## src/rtl/fifo_ptr_ctrl.sv

```systemverilog
// fifo_ptr_ctrl: upstream pointer stage of the FIFO control path.
// Converts level write/read requests into same-cycle accept strobes,
// advances registered write/read pointers, tracks occupancy with a
// 3-state fill FSM and keeps sticky overflow/underflow flags.
// Optional feature macro: FIFO_ALMOST_FLAGS_EN (registered almost-full /
// almost-empty flags; without it o_afull/o_aempty are tied to 0).
module fifo_ptr_ctrl #(
    parameter int DEPTH_BIT = 4,
    parameter int DEPTH_MAX = (1 << DEPTH_BIT) - 1
`ifdef FIFO_ALMOST_FLAGS_EN
    ,
    parameter int AFULL_TH  = 12,
    parameter int AEMPTY_TH = 2
`endif
) (
    input  logic                 i_clk,
    input  logic                 i_rest,
    input  logic                 i_wr_req,
    input  logic                 i_rd_req,
    input  logic                 i_err_clr,
    output logic [DEPTH_BIT-1:0] o_addrw,
    output logic [DEPTH_BIT-1:0] o_addrr,
    output logic                 o_wr_ack,
    output logic                 o_rd_ack,
    output logic [DEPTH_BIT-1:0] o_count,
    output logic [1:0]           o_state,
    output logic                 o_ovf,
    output logic                 o_udf,
    output logic                 o_afull,
    output logic                 o_aempty
);

    localparam logic [1:0] ST_EMPTY = 2'b00;
    localparam logic [1:0] ST_PART  = 2'b01;
    localparam logic [1:0] ST_FULL  = 2'b10;
    localparam logic [1:0] ST_BAD   = 2'b11;

    localparam logic [DEPTH_BIT-1:0] CNT_MAX = DEPTH_BIT'(DEPTH_MAX);
    localparam logic [DEPTH_BIT-1:0] ONE     = DEPTH_BIT'(1);
    localparam logic [DEPTH_BIT-1:0] ZERO    = '0;

    logic [DEPTH_BIT-1:0] addrw_q, addrw_d;
    logic [DEPTH_BIT-1:0] addrr_q, addrr_d;
    logic [DEPTH_BIT-1:0] count_q, count_d;
    logic [1:0]           state_q, state_d;
    logic                 ovf_q, ovf_d;
    logic                 udf_q, udf_d;
    logic                 wr_ok, rd_ok;

    // Acceptance from pre-edge state only; the illegal state accepts nothing.
    always_comb begin
        wr_ok = i_wr_req & ~i_rest & ((state_q == ST_EMPTY) | (state_q == ST_PART));
        rd_ok = i_rd_req & ~i_rest & ((state_q == ST_PART)  | (state_q == ST_FULL));
    end

    // Next pointers, occupancy and fill state; state is derived from next count.
    always_comb begin
        addrw_d = addrw_q;
        addrr_d = addrr_q;
        count_d = count_q;
        state_d = state_q;
        if (wr_ok) addrw_d = addrw_q + ONE;
        if (rd_ok) addrr_d = addrr_q + ONE;
        if (wr_ok & ~rd_ok)      count_d = count_q + ONE;
        else if (rd_ok & ~wr_ok) count_d = count_q - ONE;

        if (state_q == ST_BAD) begin
            // Recover to a consistent empty FIFO: read pointer catches up.
            count_d = ZERO;
            addrr_d = addrw_q;
            state_d = ST_EMPTY;
        end else if (count_d == ZERO) begin
            state_d = ST_EMPTY;
        end else if (count_d == CNT_MAX) begin
            state_d = ST_FULL;
        end else begin
            state_d = ST_PART;
        end
    end

    // Sticky errors: a set event in the same cycle beats the clear.
    always_comb begin
        ovf_d = (i_wr_req & (state_q == ST_FULL))  | (ovf_q & ~i_err_clr);
        udf_d = (i_rd_req & (state_q == ST_EMPTY)) | (udf_q & ~i_err_clr);
    end

    // Register update; reset discards all occupancy without draining.
    always_ff @(posedge i_clk) begin
        if (i_rest) begin
            addrw_q <= '0;
            addrr_q <= '0;
            count_q <= '0;
            state_q <= ST_EMPTY;
            ovf_q   <= 1'b0;
            udf_q   <= 1'b0;
        end else begin
            addrw_q <= addrw_d;
            addrr_q <= addrr_d;
            count_q <= count_d;
            state_q <= state_d;
            ovf_q   <= ovf_d;
            udf_q   <= udf_d;
        end
    end

`ifdef FIFO_ALMOST_FLAGS_EN
    localparam logic [DEPTH_BIT-1:0] AF_TH = DEPTH_BIT'(AFULL_TH);
    localparam logic [DEPTH_BIT-1:0] AE_TH = DEPTH_BIT'(AEMPTY_TH);

    logic afull_q, aempty_q;

    // Almost flags track next count so they move on the same edge as o_count.
    always_ff @(posedge i_clk) begin
        if (i_rest) begin
            afull_q  <= 1'b0;
            aempty_q <= 1'b1;
        end else begin
            afull_q  <= (count_d >= AF_TH);
            aempty_q <= (count_d <= AE_TH);
        end
    end

    assign o_afull  = afull_q;
    assign o_aempty = aempty_q;
`else
    assign o_afull  = 1'b0;
    assign o_aempty = 1'b0;
`endif

    assign o_addrw  = addrw_q;
    assign o_addrr  = addrr_q;
    assign o_count  = count_q;
    assign o_state  = state_q;
    assign o_ovf    = ovf_q;
    assign o_udf    = udf_q;
    assign o_wr_ack = wr_ok;
    assign o_rd_ack = rd_ok;

endmodule

```

## config.mk

```make
export PLATFORM = sky130hd
export DESIGN_NAME = fifo_ptr_ctrl
export DESIGN_NICKNAME = d
export VERILOG_FILES = /design/src/rtl/fifo_ptr_ctrl.sv
export SDC_FILE = /design/constraint.sdc
export NUM_CORES = 1
export LEC_CHECK = 0
export ABC_CLOCK_PERIOD_IN_PS = 4900
export CAP_MARGIN = 15
export CORE_UTILIZATION = 25
export DETAILED_ROUTE_END_ITERATION = 8
export GPL_TIMING_DRIVEN = 1
export HOLD_SLACK_MARGIN = 0.06
export PLACE_DENSITY = 0.45
export SLEW_MARGIN = 30
export SYNTH_ARGS = -nofsm -noshare
export SYNTH_HDL_FRONTEND = slang
export SYNTH_SLANG_ARGS = --single-unit
```

## constraint.sdc

```tcl
create_clock -name i_clk -period 4.9 [get_ports i_clk]
set_clock_uncertainty 0.1 [all_clocks]
set_input_delay 1.225 -clock i_clk [delete_from_list [all_inputs] [get_ports i_clk]]
set_output_delay 1.225 -clock i_clk [all_outputs]
set_load 0.03 [all_outputs]
```

==> results of run 1 <==
==> power by group <==
part | internal [W] | switching (W) | total (W) | leakage [nW]
clock | 0.0000713 | 0.0000475 | 0.000119 | 0.0288
combinational | 0.0000516 | 0.0000678 | 0.000119 | 0.341
sequential | 0.000140 | 0.0000126 | 0.000152 | 0.130
==> critical path: stages <==
cell             delay, ns
clkdlybuf4s50_1       0.51
and3b_1               0.44
clkdlybuf4s50_1       0.75
==> area by class of cell <==
class	count	area, um^2	share of cell area, %
multi-input combinational	83	558	44.6
sequential	16	320	25.6
timing repair buffer	24	235	18.8
tap	46	57.6	4.60
clock buffer	4	55.1	4.40
inverter	7	26.3	2.10
==> cell usage after synthesis, types with 2 or more instances <==
cell type | instances | area [um^2]
xnor2_1 | 4 | 35.0
and4_1 | 2 | 17.5
nor3_1 | 4 | 20.0
nand2_1 | 8 | 30.0
xor2_1 | 3 | 26.3
nor2_1 | 15 | 56.3
a221oi_1 | 2 | 17.5
a211oi_1 | 2 | 15.0
a21oi_1 | 2 | 10.0
dfxtp_1 | 16 | 320
inv_1 | 7 | 26.3
and3_1 | 5 | 31.3
nor2b_1 | 2 | 12.5
nand4_1 | 2 | 12.5
o21a_1 | 2 | 15.0
buf_4 | 2 | 15.0
a22oi_1 | 2 | 15.0
ha_1 | 8 | 100
==> sequential cells by signal, indices dropped and copies added (netlist names) <==
register  flops
o_addrw       4
o_count       4
o_state       2
o_addrr       4
o_ovf         1
o_udf         1
==> kinds of logic (layout without fill, tap and decap cells) <==
logic type | after synthesis | after routing
adders and majority gates | 8 | 8
muxes | 1 | 1
buffers and inverters | 11 | 35
xor gates and xnor gates | 7 | 7
DFF | 16 | 16
AOI/OAI and AO/OA | 18 | 18
other | 1 | 2
and+or+nand+nor | 47 | 47
==> layer usage <==
layer	up-vias	wire, um	GRT usage, %
met5	-	0	0
met4	0	27	6.98
met3	2	35	1.09
met2	12	971	19.8
met1	383	1110	17.0
li1	430	-	-
==> per-stage QoR <==
stage / power (W) / setup WS, ns / std cells
2_1_floorplan: 0.000234 / 1.63 / 110
3_3_place_gp: 0.000275 / 0.678 / 176
3_5_place_dp: 0.000275 / 0.646 / 176
4_1_cts: 0.000398 / 0.648 / 180
5_1_grt: 0.000419 / 0.545 / 180
6_report: 0.000390 / 0.651 / 180
==> worst max-delay path by stage <==
| stage | to | slack (ns) | cells past startpoint |
|---|---|---|---|
| finish | o_rd_ack | 0.65 | 3 |
| floorplan | o_wr_ack | 1.63 | 2 |
| global placement | o_rd_ack | 0.68 | 3 |
| global route | o_wr_ack | 0.54 | 4 |
| CTS | o_wr_ack | 0.65 | 4 |
| detailed placement | o_rd_ack | 0.65 | 3 |
==> flow_summary.yaml, run 1 <==
timing:
  maxSlewViolCount: 0
  tns_ns: 0
  period_minus_slack_ns: 4.25
  finalHoldViolCount: 0
  grt_setup_unrepaired: "no"
  fmax_ghz: 0.235
  finalCritPeriodShare_pct: 86.7
  setup_violations: 0
  timing.hold.ws_ns: 0.428
die:
  num_rows: 21
  die_x_um: 63.0
  start_util_pct: 27.0
  num_io_pins: 25
  coreArea_um2: 3440
  dieArea_um2: 3970
  fp.dieH_um: 63.0
synth:
  synth-compound-area-share_pct: 14.4
  yosys.area_share.simple_pct: 26.3
  netlist_instances: 109
  async_flop_share_pct: 0
  ys_seq_elements: 16
  synthAdderAreaFrac_pct: 10.8
  synth.area.mux_share_pct: 1.08
  synth_top_family_by_area: "simple AND/OR/NAND/NOR gates"
  seq_area_frac_synth_pct: 34.4
  synth_edf_count: 0
  synth_area_per_cell_um2: 8.54
  synth.distinct_cells: 39
  synthXorXnorAreaFrac_pct: 6.59
  syn_area_um2: 931
  synth_warnings: 0
  ys.flop_type: "dfxtp_1"
placed_design:
  portBuffers: 22
  placed_cell_area_um2: 1200
  place.detailed.hpwl_mm: 1.60
  gp_congestion: 0.804
cts:
  root_buffer: "clkbuf_8"
  post_cts_buffers: 0
  hold_buffers: 0
  cts_tree: "yes"
  htree_levels: 1
  cts.path.max_buffers: 2
  cts_made_buffers: 3
  cts.clk_slew.worst_paths_ns: 0.07
  cts_resized: 0
  clkLatencyLatePin_ns: 0.25
  clkSinkCount: 16
drt:
  drtPass1Iterations: 4
  num_vias: 827
  post_drt_wl_per_cell_um: 11.9
  ant_nets: 0
  drt_drc_violations_left: 0
  vias_per_cell: 4.59
  drt_wl_total_mm: 2.14
  drt_iter0_drc: 48
worst_setup_path:
  regToRegEndpoint: "o_state[0]$_SDFF_PP0_"
  critPathLaunchType: "input pin"
  crit_start: "i_rd_req"
  cp_max_fo: 11
  r2r_slack_ns: 2.33
  r2r-start: "o_state[0]$_SDFF_PP0_"
  crit_type: "input pin to output pin"
  worstPathRequired_ns: 3.58
  arrival_ns: 2.92
  r2r_cells: 7
  crit_path_end_kind: "output pin"
pwr:
  p_per_area_nw_per_um2: 312
  p_leak_nw: 0.500
  peakVddDrop_v: 0.000104
global_routing:
  grt_pass1_vias: 861
  antenna_found_initial: 0
  grt_usage_pct: 12.7
  grt_max_degree: 17
  grt_overflow: 0
  grt_pass1_wl_mm: 4.02
cells_and_area:
  fillCellCount: 356
  final_common_cell: "clkdlybuf4s50_1"
  area_growth_pct: 34.5
  stdcell_area_um2: 1250
  layout-drive-gt1-share_pct: 5.22
  fin_util_pct: 36.4
  fin_nets: 148
  diodes: 0
  mostFrequentLayoutCells: "22 x clkdlybuf4s50_1, 16 x dfxtp_1, 15 x nor2_1"
run:
  cap_violations: 0
outcome:
  status: "finished, final reports clean"
worst_hold_path:
  whs_path_depth: 2
  whs_endpoint: "o_udf$_SDFF_PP0_"
  hp-class: "flip-flop to flip-flop"
  hp-start: "o_udf$_SDFF_PP0_"
Power figures use the tool's default switching activity.
==> run 2: changes to the inputs <==
GPL_TIMING_DRIVEN = default   (was 1)
==> results of run 2 <==
Final layout, timing and power as in run 1 (identical DEF).
==> patch: new RTL, flow settings as in run 1 <==
Register the output `o_ovf` once more, without a reset; this adds one clock of latency there. The other outputs are not delayed to match.
--- a/src/rtl/fifo_ptr_ctrl.sv
+++ b/src/rtl/fifo_ptr_ctrl.sv
@@ -133,3 +133,5 @@
     assign o_state  = state_q;
-    assign o_ovf    = ovf_q;
+    always_ff @(posedge i_clk) begin
+        o_ovf <= ovf_q;
+    end
     assign o_udf    = udf_q;
Behaviour: no difference found for any inputs over 10 cycles, from zero or initial values; that may be too few to reach the edited logic, so the function may still have changed.
==> patch against run 1 <==
- sequential cell count up 1
- routed wire length fell by 2.7%
- critical path type unchanged
- non-clock buffer count down 1
- largest cell class unchanged
- area after synthesis grew 2.2%
- power is 1.8% lower
- worst setup slack worse by 0.11 ns
- global-route usage down 0.98 points
- design area grew 0.50%
==> patch: results (changes against run 1) <==
| Metric | Value |
|---|---|
| Status | `complete, no violations (unchanged)` |
| Vias in the first global route | `800 (was 861)` |
| Peak supply drop | `0.1185 mV (was 0.1042 mV)` |
| LEAKAGE | `0.4996 nW (was 0.4995 nW)` |
| # placed instances | `178 (was 176)` |
| GRT Util Overall | `0.1169 (was 0.1267)` |
| Worst Path Arrival | `3.04 ns (was 2.92 ns)` |
| Ant diodes | `0 (unchanged)` |
| Post-synth cell types | `39 (unchanged)` |
| Top post-synthesis cells by area | `dfxtp_1, ha_1, nor2_1 (unchanged)` |
| Flop-to-flop setup slack | `2.41 ns (was 2.33 ns)` |
| Total wire length | `2.085 mm (was 2.143 mm)` |
| Min-Delay Path Class | `reg -> reg (unchanged)` |
| Drt wl/cell | `11.46 µm (was 11.91 µm)` |
| Initial antenna violation count | `0 (unchanged)` |
| Cts bufs inserted | `3 (unchanged)` |
| Iter 0 DRT Violations | `20 (was 48)` |
| CTS Buffer Depth | `2 (unchanged)` |
| Ratio of cells with drive above 1 in the final layout | `0.04478 (was 0.05224)` |
| Pin count of the biggest net entering global routing | `17 (unchanged)` |
| Reg2reg start | `o_state[0] (unchanged)` |
| Final nets | `148 (unchanged)` |
| H-tree depth | `1 (unchanged)` |
| Synth Warn # | `0 (unchanged)` |
| Clock Latency Late Sink | `0.25 ns (about the same)` |
| Fin Hold WS | `0.2614 ns (was 0.4278 ns)` |
| WHS Endpoint | `o_ovf (was o_udf)` |
| Syn avg cell area | `8.645 µm² (was 8.540 µm²)` |
| Capture point of the worst reg-to-reg path | `o_state[0] (unchanged)` |
| Placed inst area | `1212 µm² (was 1197 µm²)` |
| Pre-CTS WS | `0.5415 ns (was 0.6462 ns)` |
| Post-CTS sizing | `0 (unchanged)` |
| Post-synthesis sequential area ratio | `0.3579 (was 0.3441)` |
| Hold path cells | `0 (was 2)` |
| TritonRoute pass-1 iters | `4 (unchanged)` |
| Gpl congestion | `0.7845 (was 0.8036)` |
| Clock-pin slew on the worst setup and hold paths | `0.07 ns (about the same)` |
| Worst Reg-to-Reg Cells | `7 (unchanged)` |
| First-pass GRT wire length | `3.726 mm (was 4.015 mm)` |
| DP Wirelength | `1.590 mm (was 1.602 mm)` |
| Most common cell after layout, fill and taps aside | `clkdlybuf4s50_1 (unchanged)` |
| HP Start | `ovf_q (was o_udf)` |
| PortBufs | `22 (unchanged)` |
| CTS Root Cell | `clkbuf_8 (unchanged)` |
| Crit-path max FO | `9 (was 11)` |
| Post-synth ARST share | `0 (unchanged)` |
| Via Count | `824 (was 827)` |
| Synth cell count leaders | `dfxtp_1, nor2_1, ha_1, nand2_1, inv_1 (unchanged)` |
| Slew HR | `0.5998` |
| Postcts setup bufs | `0 (unchanged)` |
[patch: cell types whose count changed in the layout (fill, tap and decap cells not counted)]
cell and delta:
buf_4 -1, clkbuf_8 -1, clkinv_2 +1, dfxtp_1 +1
[patch: layout make-up]
cell class	instances	area, µm²
timing repair buffer	23	227.7
clock inverter	1	5.005
clock buffer	3	41.29
tap	48	60.06
sequential	17	340.3
multi-input combinational	83	558.0
inverter	7	26.28
fill	385	2402
[patch: worst max-delay path, stage by stage]
cell             delay, ns
clkdlybuf4s50_1       0.51
o21ai_1               0.23
nor2_1                0.34
clkdlybuf4s50_1       0.73
[patch: per-layer routing]
layer | vias up | track usage | part of all wire
met5 | - | 0 | 0
met4 | 0 | 0.05114 | 0.0082
met3 | 2 | 0.02174 | 0.037
met2 | 15 | 0.1822 | 0.45
met1 | 377 | 0.1550 | 0.50
li1 | 430 | - | -
[patch: logic make-up after synthesis]
group | after synthesis | share of synthesized area
buf+inv | 11 | 0.05921
other cells | 1 | 0.003944
fa+ha+maj | 8 | 0.1053
xor+xnor | 7 | 0.06447
compound gates | 18 | 0.1408
mux | 1 | 0.01053
simple gates | 47 | 0.2579
flops | 17 | 0.3579
[patch: worst max-delay path by stage]
stage	from	slack, ns	cells after the start	endpoint
6_report	i_wr_req	0.54	4	o_wr_ack
5_1_grt	i_wr_req	0.40	4	o_wr_ack
4_1_cts	i_wr_req	0.54	4	o_wr_ack
3_5_place_dp	i_wr_req	0.54	4	o_wr_ack
3_3_place_gp	i_wr_req	0.59	4	o_wr_ack
2_1_floorplan	i_wr_req	1.63	2	o_wr_ack
[patch: power by group]
part	internal [mW]	switching, mW
Clock	0.0564	0.0507
Combinational	0.0499	0.0668
Sequential	0.148	0.0121
